--- src/rtl/fe_diag_seq.sv ---
// ---------------------------------------------------------------------------
// fe_diag_seq -- front-end diagnostic sequencer
//
// Pops commands from a small FIFO and plays them onto the EBUS diag interface
// as timed ds/strobe pulses (FUNC, WRITE, READ), or runs a bounded
// step-and-check loop against sync_cond (SYNC). READ and SYNC report through
// a one-cycle response pulse. An abort flushes the queue and cuts the current
// command short.
//
// Ports
//   clk, reset_l                    clock, async active-low reset
//   cmd_valid/cmd_ready             command handshake (ready = FIFO has room)
//   cmd_op/cmd_func/cmd_data        0=FUNC 1=WRITE 2=READ 3=SYNC, ds code, data
//   abort                           flush queue, terminate current command
//   ebus_ds/ebus_diag_strobe        diag function select and strobe
//   ebus_drive/ebus_data_out        sequencer-owned EBUS data (WRITE only)
//   ebus_data_in                    EBUS return data sampled by READ
//   sync_cond                       condition polled by SYNC
//   rsp_valid/rsp_data/rsp_err      READ data or SYNC try count, error flag
//   sync_fail                       sticky SYNC-exhausted flag
//   busy                            sequencer active or queue non-empty
// ---------------------------------------------------------------------------
module fe_diag_seq #(
   parameter int unsigned     DS_W       = 7,
   parameter int unsigned     DATA_W     = 36,
   parameter int unsigned     DEPTH      = 8,
   parameter int unsigned     HOLD_CYC   = 9,
   parameter int unsigned     RECOV_CYC  = 4,
   parameter int unsigned     SETTLE_CYC = 5,
   parameter int unsigned     MAX_TRIES  = 5,
   parameter logic [DS_W-1:0] STEP_FUNC  = 7'o2
) (
   input  logic              clk,
   input  logic              reset_l,
   input  logic              cmd_valid,
   output logic              cmd_ready,
   input  logic [1:0]        cmd_op,
   input  logic [DS_W-1:0]   cmd_func,
   input  logic [DATA_W-1:0] cmd_data,
   input  logic              abort,
   output logic [DS_W-1:0]   ebus_ds,
   output logic              ebus_diag_strobe,
   output logic              ebus_drive,
   output logic [DATA_W-1:0] ebus_data_out,
   input  logic [DATA_W-1:0] ebus_data_in,
   input  logic              sync_cond,
   output logic              rsp_valid,
   output logic [DATA_W-1:0] rsp_data,
   output logic              rsp_err,
   output logic              sync_fail,
   output logic              busy
);

   localparam int unsigned AW    = $clog2(DEPTH);
   localparam int unsigned CW    = AW + 1;
   localparam int unsigned CNT_W = 16;
   localparam int unsigned TRY_W = $clog2(MAX_TRIES + 1);

   localparam logic [1:0] OP_FUNC  = 2'd0;
   localparam logic [1:0] OP_WRITE = 2'd1;
   localparam logic [1:0] OP_READ  = 2'd2;
   localparam logic [1:0] OP_SYNC  = 2'd3;

   typedef enum logic [1:0] {
      ST_IDLE    = 2'd0,
      ST_ASSERT  = 2'd1,
      ST_RECOVER = 2'd2,
      ST_SETTLE  = 2'd3
   } state_e;

   // command FIFO storage and pointers
   logic [1:0]        op_mem   [DEPTH];
   logic [DS_W-1:0]   func_mem [DEPTH];
   logic [DATA_W-1:0] data_mem [DEPTH];
   logic [AW-1:0]     wr_ptr_q, rd_ptr_q;
   logic [CW-1:0]     count_q, count_d;
   logic              empty_s, full_s, push_s, pop_s, start_s, rdy_q;

   // sequencer state and the command being executed
   state_e            state_q, state_d;
   logic [CNT_W-1:0]  cnt_q, cnt_d;
   logic [1:0]        op_q, op_d;
   logic [DS_W-1:0]   func_q, func_d;
   logic [DATA_W-1:0] data_q, data_d, rd_q, rd_d;
   logic              step_q, step_d;      // current ASSERT is a SYNC step
   logic              abt_q, abt_d;        // current command has been aborted
   logic [TRY_W-1:0]  tries_q, tries_d;
   logic              fail_q, fail_d;
   logic              rsp_v_d, rsp_err_d;
   logic [DATA_W-1:0] rsp_data_d;

   // registered outputs
   logic [DS_W-1:0]   ds_q;
   logic              strobe_q, drive_q, rsp_v_q, rsp_err_q, busy_q;
   logic [DATA_W-1:0] dout_q, rsp_data_q;

   assign empty_s = (count_q == CW'(0));
   assign full_s  = (count_q == CW'(DEPTH));
   // a full FIFO still accepts when the head is leaving this same cycle
   assign cmd_ready = rdy_q && (!full_s || pop_s);
   assign push_s    = cmd_valid && cmd_ready && !abort;

   // FIFO occupancy next value; abort flushes and blocks push/pop
   always_comb begin
      count_d = count_q;
      if (abort) begin
         count_d = '0;
      end else begin
         count_d = count_q + CW'(push_s) - CW'(pop_s);
      end
   end

   // Sequencer next-state, command latch and response decode
   always_comb begin
      state_d    = state_q;
      cnt_d      = cnt_q + CNT_W'(1);
      op_d       = op_q;
      func_d     = func_q;
      data_d     = data_q;
      step_d     = step_q;
      tries_d    = tries_q;
      abt_d      = abt_q;
      rd_d       = rd_q;
      fail_d     = fail_q;
      rsp_v_d    = 1'b0;
      rsp_data_d = '0;
      rsp_err_d  = 1'b0;
      start_s    = 1'b0;
      pop_s      = 1'b0;
      case (state_q)
         ST_IDLE: begin
            cnt_d = '0;
            if (!abort && !empty_s) begin
               start_s = 1'b1;
            end else begin
               start_s = 1'b0;
            end
         end
         ST_ASSERT: begin
            if (abort) begin
               abt_d   = 1'b1;
               state_d = ST_RECOVER;
               cnt_d   = '0;
            end else if (cnt_q == CNT_W'(HOLD_CYC - 1)) begin
               state_d = ST_RECOVER;
               cnt_d   = '0;
               if (op_q == OP_READ) begin
                  rd_d = ebus_data_in;
               end else begin
                  rd_d = rd_q;
               end
            end else begin
               state_d = ST_ASSERT;
            end
         end
         ST_RECOVER: begin
            if (abort) begin
               abt_d = 1'b1;
            end else begin
               abt_d = abt_q;
            end
            if (cnt_q == CNT_W'(RECOV_CYC - 1)) begin
               cnt_d = '0;
               if (abt_d) begin
                  state_d = ST_IDLE;
                  if (op_q == OP_READ || op_q == OP_SYNC) begin
                     rsp_v_d    = 1'b1;
                     rsp_err_d  = 1'b1;
                     rsp_data_d = (op_q == OP_SYNC) ? DATA_W'(tries_q) : '0;
                  end else begin
                     rsp_v_d = 1'b0;
                  end
               end else if (step_q) begin
                  state_d = ST_SETTLE;
               end else begin
                  if (op_q == OP_READ) begin
                     rsp_v_d    = 1'b1;
                     rsp_data_d = rd_q;
                  end else begin
                     rsp_v_d = 1'b0;
                  end
                  // pop straight from RECOVER so back-to-back asserts have no gap
                  if (!empty_s) begin
                     start_s = 1'b1;
                  end else begin
                     state_d = ST_IDLE;
                  end
               end
            end else begin
               state_d = ST_RECOVER;
            end
         end
         ST_SETTLE: begin
            if (abort) begin
               rsp_v_d    = 1'b1;
               rsp_err_d  = 1'b1;
               rsp_data_d = DATA_W'(tries_q);
               state_d    = ST_IDLE;
               cnt_d      = '0;
            end else if (cnt_q == CNT_W'(SETTLE_CYC - 1)) begin
               cnt_d = '0;
               if (!sync_cond) begin
                  rsp_v_d    = 1'b1;
                  rsp_data_d = DATA_W'(tries_q);
                  state_d    = ST_IDLE;
               end else if (tries_q < TRY_W'(MAX_TRIES)) begin
                  tries_d = tries_q + TRY_W'(1);
                  step_d  = 1'b1;
                  func_d  = STEP_FUNC;
                  state_d = ST_ASSERT;
               end else begin
                  rsp_v_d    = 1'b1;
                  rsp_err_d  = 1'b1;
                  rsp_data_d = DATA_W'(tries_q);
                  fail_d     = 1'b1;
                  state_d    = ST_IDLE;
               end
            end else begin
               state_d = ST_SETTLE;
            end
         end
         default: begin
            state_d = ST_IDLE;
            cnt_d   = '0;
         end
      endcase
      if (start_s) begin
         pop_s  = 1'b1;
         op_d   = op_mem[rd_ptr_q];
         func_d = func_mem[rd_ptr_q];
         data_d = data_mem[rd_ptr_q];
         step_d = 1'b0;
         abt_d  = 1'b0;
         cnt_d  = '0;
         if (op_mem[rd_ptr_q] == OP_SYNC) begin
            state_d = ST_SETTLE;
            tries_d = '0;
         end else begin
            state_d = ST_ASSERT;
         end
      end else begin
         pop_s = 1'b0;
      end
   end

   // FIFO storage write (data only, no reset needed)
   always_ff @(posedge clk) begin
      if (push_s) begin
         op_mem[wr_ptr_q]   <= cmd_op;
         func_mem[wr_ptr_q] <= cmd_func;
         data_mem[wr_ptr_q] <= cmd_data;
      end
   end

   // FIFO pointers and occupancy
   always_ff @(posedge clk or negedge reset_l) begin
      if (!reset_l) begin
         wr_ptr_q <= '0;
         rd_ptr_q <= '0;
         count_q  <= '0;
         rdy_q    <= 1'b0;
      end else begin
         rdy_q   <= 1'b1;
         count_q <= count_d;
         if (abort) begin
            wr_ptr_q <= '0;
            rd_ptr_q <= '0;
         end else begin
            if (push_s) wr_ptr_q <= wr_ptr_q + AW'(1);
            if (pop_s)  rd_ptr_q <= rd_ptr_q + AW'(1);
         end
      end
   end

   // Sequencer state and command registers
   always_ff @(posedge clk or negedge reset_l) begin
      if (!reset_l) begin
         state_q <= ST_IDLE;
         cnt_q   <= '0;
         op_q    <= OP_FUNC;
         func_q  <= '0;
         data_q  <= '0;
         rd_q    <= '0;
         step_q  <= 1'b0;
         abt_q   <= 1'b0;
         tries_q <= '0;
         fail_q  <= 1'b0;
      end else begin
         state_q <= state_d;
         cnt_q   <= cnt_d;
         op_q    <= op_d;
         func_q  <= func_d;
         data_q  <= data_d;
         rd_q    <= rd_d;
         step_q  <= step_d;
         abt_q   <= abt_d;
         tries_q <= tries_d;
         fail_q  <= fail_d;
      end
   end

   // Output registers, decoded from next state so pins line up with the state
   always_ff @(posedge clk or negedge reset_l) begin
      if (!reset_l) begin
         ds_q       <= '0;
         strobe_q   <= 1'b0;
         drive_q    <= 1'b0;
         dout_q     <= '0;
         rsp_v_q    <= 1'b0;
         rsp_data_q <= '0;
         rsp_err_q  <= 1'b0;
         busy_q     <= 1'b0;
      end else begin
         ds_q       <= (state_d == ST_ASSERT) ? func_d : '0;
         strobe_q   <= (state_d == ST_ASSERT);
         // drive is qualified by the same ASSERT term as strobe
         drive_q    <= (state_d == ST_ASSERT) && (op_d == OP_WRITE);
         dout_q     <= ((state_d == ST_ASSERT) && (op_d == OP_WRITE)) ? data_d : '0;
         rsp_v_q    <= rsp_v_d;
         rsp_data_q <= rsp_data_d;
         rsp_err_q  <= rsp_err_d;
         busy_q     <= (state_d != ST_IDLE) || (count_d != CW'(0));
      end
   end

   assign ebus_ds          = ds_q;
   assign ebus_diag_strobe = strobe_q;
   assign ebus_drive       = drive_q;
   assign ebus_data_out    = dout_q;
   assign rsp_valid        = rsp_v_q;
   assign rsp_data         = rsp_data_q;
   assign rsp_err          = rsp_err_q;
   assign sync_fail        = fail_q;
   assign busy             = busy_q;

endmodule

--- config.mk ---
export PLATFORM = sky130hd
export DESIGN_NAME = fe_diag_seq
export DESIGN_NICKNAME = d
export VERILOG_FILES = /design/src/rtl/fe_diag_seq.sv
export SDC_FILE = /design/constraint.sdc
export NUM_CORES = 1
export LEC_CHECK = 0
export ABC_CLOCK_PERIOD_IN_PS = 6400
export CORE_MARGIN = 2
export CORE_UTILIZATION = 33
export DETAILED_ROUTE_END_ITERATION = 16
export PLACE_DENSITY = 0.51
export SLEW_MARGIN = 10
export SYNTH_ARGS = -nofsm -noshare
export SYNTH_HDL_FRONTEND = slang
export SYNTH_SLANG_ARGS = --single-unit
--- constraint.sdc ---
create_clock -name clk -period 6.4 [get_ports clk]
set_clock_uncertainty 0.1 [all_clocks]
set_input_delay 0.64 -clock clk [delete_from_list [all_inputs] [get_ports clk]]
set_output_delay 0.64 -clock clk [all_outputs]
set_load 0.02 [all_outputs]
==> results of run 1 <==
## Yosys cell counts (3+ instances only)
cell,n
edfxtp_1,360
dfrtp_1,200
mux4_2,90
nand2_1,51
mux2i_1,48
nor2b_1,44
o21ai_0,42
and3_1,41
nor2_1,39
mux2_2,37
clkbuf_1,33
buf_2,18
a21oi_1,14
ha_1,12
inv_1,11
xnor2_1,11
xor2_1,9
and2_1,8
nand3_1,8
nand4_1,7
o2bb2ai_1,6
buf_1,5
nand3b_1,4
nor3_1,4
o22ai_1,4
a32oi_1,3
nor4_2,3
nor4b_2,3
## path summary, 6_finish.rpt
path / startpoint / to / slack [ns] / cells after the start
setup / recovery: cnt_q[0] / busy / 1.65 / 14
hold / removal: sync_fail / sync_fail / 0.37 / 1
setup reg to reg: cnt_q[0] / busy / 1.65 / 14
hold reg to reg: sync_fail / sync_fail / 0.37 / 1
max in group asynchronous: reset_l / ebus_data_out[26] / 4.54 / 3
min in group asynchronous: reset_l / rsp_data[20] / 0.51 / 2
## power by group through the flow
| stage | Sequential (mW) | Combinational, mW | Clock, mW |
|---|---|---|---|
| finish | 4.26 | 1.45 | 3.38 |
| global route | 4.30 | 1.61 | 3.62 |
| CTS | 4.27 | 1.50 | 3.49 |
| detailed placement | 4.34 | 1.49 | 0 |
| global placement | 4.33 | 1.48 | 0 |
| floorplan | 4.30 | 1.01 | 0 |
## cells by family (layout without fill, tap and decap cells)
kind of cell	count (synthesis)	count (layout)	share of synthesized area
compound gates	83	83	0.0242
simple gates	230	230	0.0615
mux	176	176	0.138
other cells	1	2	0.000177
buf+inv	73	318	0.0150
xor+xnor	20	20	0.00825
fa+ha+maj	13	13	0.00801
flops	560	560	0.745
## final cells by class
cell class,count,area [um^2]
sequential,560,15800
inverter,13,48.8
fill,5786,38000
multi-input combinational,523,5170
timing repair buffer,194,1900
antenna,1,2.50
tap,855,1070
clock inverter,25,270
clock buffer,86,1670
## routing by layer
metal | routed length [um] | up-vias
met3 | 2030 | 72
met5 | 61 | -
met2 | 22000 | 222
li1 | - | 4822
met4 | 1030 | 8
met1 | 20500 | 5480
## sequential cells by signal, indices dropped and copies added, names as in the netlist, 7 cells and up
signal,count
rsp_data,36
func_q,7
data_mem,288
rd_q,36
func_mem,56
data_q,36
ebus_data_out,36
ebus_ds,7
op_mem,16
cnt_q,16
## metrics by stage
step                      power, mW  hold WS (ns)  worst slack (ns)
after floorplan                5.30         0.244             0.722
after global routing           9.53         0.386              1.42
after detailed placement       5.83         0.352              1.19
after CTS                      9.25         0.369              1.65
after global placement         5.81         0.346              1.26
final                          9.09         0.369              1.65
## repair_timing
item                       CTS  global route
setup endpoints to repair    0             0
hold buffers                 1             0
hold endpoints to repair    55             0
## worst max-delay path: stages, from the launching register on
cell	delay, ns
dfrtp_1	0.40
ha_1	0.23
nor3b_1	0.37
nand3_1	0.12
o41a_2	0.70
a31oi_4	0.35
nand2b_2	0.29
ha_1	0.38
inv_1	0.04
ha_1	0.20
fa_1	0.38
xnor2_1	0.19
nor2_1	0.08
or4_1	0.51
or3_1	0.31
==> impl_metrics.tcl, run 1 <==
set metrics [dict create \
    final.setup.tns_ns 0 \
    most-common-layout-cells "edfxtp_1, dfrtp_1, clkdlybuf4s50_1, mux4_2, clkbuf_16" \
    ir_drop_mv 0.252 \
    setup_viol 0 \
    p_sw_mw 2.33 \
    ys_seq_area_frac 0.745 \
    cts_tree "built" \
    detail-route-antenna-nets 0 \
    synth_ff_type "edfxtp_1" \
    grt-ovfl-total 0 \
    synth_edf_count 360 \
    final_common_cell "edfxtp_1" \
    htreeDepth 2 \
    timing_worst_setup_path_type "flop to flop" \
    status "completed" \
    power.leakage_nw 9.35 \
    nNetsFinal 1451 \
    place_hpwl_mm 26.4 \
    dieHeight_um 258 \
    rsz0062_at_grt "no" \
    antenna_found_initial 5 \
    dpl.cell_count 2144 \
    drc 0 \
    yosys.cell_types.count 61 \
    p_clk_frac 0.371 \
    insertion_delay_ns 0.64 \
    grt_pass1_vias 11494 \
    die_x_um 258 \
    wl_per_cell_um 20.2 \
    clock_path_buffers 3 \
    min_period_ns 4.75 \
    relSlewSlack 0.188 \
    final_core_util 0.406 \
    clk_pin_slew_ns 0.06 \
    post_dp_cell_area_mm2 0.0240 \
    start_util 0.332 \
    synth.area.top_cells "edfxtp_1, dfrtp_1, mux4_2" \
    io_pins 172 \
    grtUsageMet3 0.0257 \
    synth_cells 1156 \
    avgSynthCellArea_um2 18.4 \
    seq_power_share 0.469 \
    powerDensity_mw_per_mm2 350 \
    root_buffer "clkbuf_16" \
    yosys_register_bits 560 \
    drive_gt1_frac 0.188 \
    worstPathMaxFanout 23 \
    synth_nets 1255 \
    grt_pass1_wl_mm 70.7 \
    async_flop_share 0.357 \
    drt-vias-per-instance 4.70 \
    vias 10604 \
    critPathLaunchType "flop" \
    comb_power_share 0.160 \
    tightest_slew_ns 1.21 \
    grt_max_degree 102 \
    sw_frac_of_total 0.256 \
    synth_top_area_cell "edfxtp_1" \
    synthesis.area_mm2 0.0212 \
    drt_pass1_iterations 5 \
    fmax_mhz 210 \
    clock-sinks 560 \
    hold_viol_final 0 \
    cts_resized 0 \
    rows 93 \
    period_share 0.743 \
    worstSetupEndpointType "flop" \
    drv_slew 0 \
    io_buffer_count 171 \
    gr-usage-met1 0.190 \
    finalWirelength_mm 45.6 \
    maxCapViolations 0 \
    met2_usage 0.228 \
    synth_top_area_share 0.509 \
    place.gp.congestion 0.744 \
    instances_no_fill 2257 \
    globalRouteTotalUtil 0.140 \
    postCtsSetupBuffers 0 \
    p_int_mw 6.76 \
    fp.coreArea_mm2 0.0640 \
    required_ns 6.77 \
    numCtsBuffers 60 \
    top_usage_layer "met2" \
    fp.dieArea_mm2 0.0664 \
    syn2layout_area_growth_pct 22.2 \
    crit_arrival_ns 5.13 \
    hold_path_class "flop to flop" \
    yosysWarnings 0 \
    fin_area_mm2 0.0260 \
    dr.first_iter.drc_count 620 \
]
No activity file was read; power rests on OpenSTA's default activity.
==> inputs of run 2 (changes only) <==
Settings changed: ABC_CLOCK_PERIOD_IN_PS 6400 to 4100, PLACE_DENSITY 0.51 to 0.53.
Clock period 6.4 ns to 4.1 ns, I/O delays scaled along.
==> run 2 against run 1 <==
  * Die area unchanged
  * Clock power is 59% higher
  * Combinational power is 61% higher
  * Highest routed layer unchanged
  * Largest power group unchanged
  * Via count rose by 2.0%
==> impl_metrics.tcl, run 2 (synthesis results as in run 1) <==
set metrics [dict create \
    status "completed" \
    detail-route-antenna-nets 0 \
    drc 0 \
    worstPathMaxFanout 5 \
    numCtsBuffers 59 \
    multiInputGateArea_mm2 0.00523 \
    regMostFlops "data_mem" \
    dpl.cell_count 2155 \
    regArea_mm2 0.0158 \
    dieHeight_um 258 \
    nNetsFinal 1464 \
    power.leakage_nw 9.47 \
    io_pins 172 \
    maxCapViolations 0 \
    rows 93 \
    vias 10821 \
    drt-vias-per-instance 4.76 \
    relSlewSlack 0.390 \
    htreeDepth 2 \
    met2_usage 0.233 \
    setup_viol 0 \
    ir_drop_mv 0.310 \
    root_buffer "clkbuf_16" \
    largest_reg_flops 288 \
    die_x_um 258 \
    period_share 0.956 \
    most-common-layout-cells "edfxtp_1, dfrtp_1, clkdlybuf4s50_1, mux4_2, clkbuf_16" \
    seq_power_share 0.462 \
    comb_power_share 0.162 \
    slowest_stage "or4_1" \
    drive_gt1_frac 0.201 \
    clock_path_buffers 3 \
    start_util 0.332 \
    clock-sinks 560 \
    fp.coreArea_mm2 0.0640 \
    timing_worst_setup_path_type "flop to flop" \
    syn2layout_area_growth_pct 23.7 \
    place_hpwl_mm 25.8 \
    tightest_slew_ns 0.915 \
    crit_chain "nor4_4 -> nand3_2 -> o41a_4 -> a31oi_4 -> nand2b_2 -> ha_1 -> inv_1 -> ha_1 -> fa_1 -> xnor2_1 -> nor2_1 -> or4_1 -> or3_1" \
    rsz0062_at_grt "no" \
    crit_arrival_ns 4.30 \
    insertion_delay_ns 0.62 \
    grt_pass1_vias 11437 \
    wl_per_cell_um 20.2 \
    fmax_mhz 255 \
    drv_slew 0 \
    fp.dieArea_mm2 0.0664 \
    hold_path_class "input pin to flop" \
    cts_tree "built" \
    grt_pass1_wl_mm 70.6 \
    place.gp.congestion 0.744 \
    grtUsageMet3 0.0312 \
    drt_pass1_iterations 5 \
    p_int_mw 10.7 \
    top_usage_layer "met2" \
    finalWirelength_mm 46.0 \
    path_common_cell "ha_1" \
    p_sw_mw 3.64 \
    fillCellCount 5786 \
    final.setup.tns_ns 0 \
    dr.first_iter.drc_count 780 \
    clk_pin_slew_ns 0.06 \
    io_buffer_count 171 \
    sw_frac_of_total 0.254 \
    slowest_delay_ns 0.53 \
    p_clk_frac 0.375 \
    min_period_ns 3.92 \
    hold_viol_final 0 \
    gr-usage-met1 0.184 \
    critPathLaunchType "flop" \
    instances_no_fill 2272 \
    globalRouteTotalUtil 0.139 \
    final_common_cell "edfxtp_1" \
    reg_top3 "data_mem: 288 flops, func_mem: 56 flops" \
    grt_max_degree 117 \
    grt-ovfl-total 0 \
    powerDensity_mw_per_mm2 547 \
    antenna_found_initial 5 \
    required_ns 4.48 \
    worstSetupEndpointType "flop" \
]
-- run 2: final timing paths --
kind / endpoint / start / cells past startpoint / slack, ns
worst max-delay path: busy / cnt_q[5] / 13 / 0.18
worst min-delay path: rd_q[7] / ebus_data_in[7] / 2 / 0.30
worst max register to register: busy / cnt_q[5] / 13 / 0.18
worst min register to register: sync_fail / sync_fail / 1 / 0.36
max in group asynchronous: rdy_q / reset_l / 3 / 2.58
min in group asynchronous: rsp_data[15] / reset_l / 2 / 0.37
-- run 2: stage by stage --
stage / util / hold slack [ns] / instance area, um^2 / power, mW / setup slack [ns]
finish: 0.411 / 0.298 / 26300 / 14.4 / 0.181
global route: 0.411 / 0.277 / 26300 / 15.1 / 0.00193
CTS: 0.409 / 0.247 / 26200 / 14.6 / 0.0412
detailed placement: 0.378 / 0.351 / 24200 / 9.11 / -0.0860
global placement: 0.378 / 0.351 / 24200 / 9.09 / -0.0448
floorplan: - / 0.0144 / 21300 / 8.28 / -0.973
-- run 2: power by group through the flow --
stage / Clock, mW / Sequential, mW / Combinational, mW
2_1_floorplan: 0 / 6.70 / 1.57
3_3_place_gp: 0 / 6.75 / 2.34
3_5_place_dp: 0 / 6.75 / 2.36
4_1_cts: 5.56 / 6.64 / 2.37
5_1_grt: 5.79 / 6.69 / 2.58
6_report: 5.39 / 6.64 / 2.33
-- run 2: area by class of cell --
| cell class | instances | share of cell area |
|---|---|---|
| Clock buffer | 88 | 0.0665 |
| Multi-Input combinational cell | 523 | 0.199 |
| Timing Repair Buffer | 208 | 0.0793 |
| Antenna cell | 1 | 0.0000952 |
| Inverter | 13 | 0.00186 |
| Clock inverter | 24 | 0.0103 |
| Sequential cell | 560 | 0.602 |
| Tap cell | 855 | 0.0407 |
-- run 2: metal layers --
layer,vias to the layer above,wire (um)
met1,5652,20300
met4,8,818
met3,68,2160
li1,4860,-
met2,233,22600
met5,-,45
-- run 2: what timing repair did --
action                     in CTS  in global routing
setup buffers                   0                  3
resized for setup               1                  8
hold buffers                    1                  0
pin swaps                       0                  1
hold endpoints to repair      113                  0
setup endpoints to repair       2                  2
-- run 2: critical path, delay by kind of cell (launching register included) --
kind                     cells  cell delay [ns]
AND/OR/NAND/NOR              6             1.47
buffers and inverters        1             0.04
flip-flops                   1             0.44
XOR/XNOR                     1             0.17
adder cells (fa/ha/maj)      3             0.84
AO/OA/AOI/OAI                2             0.73
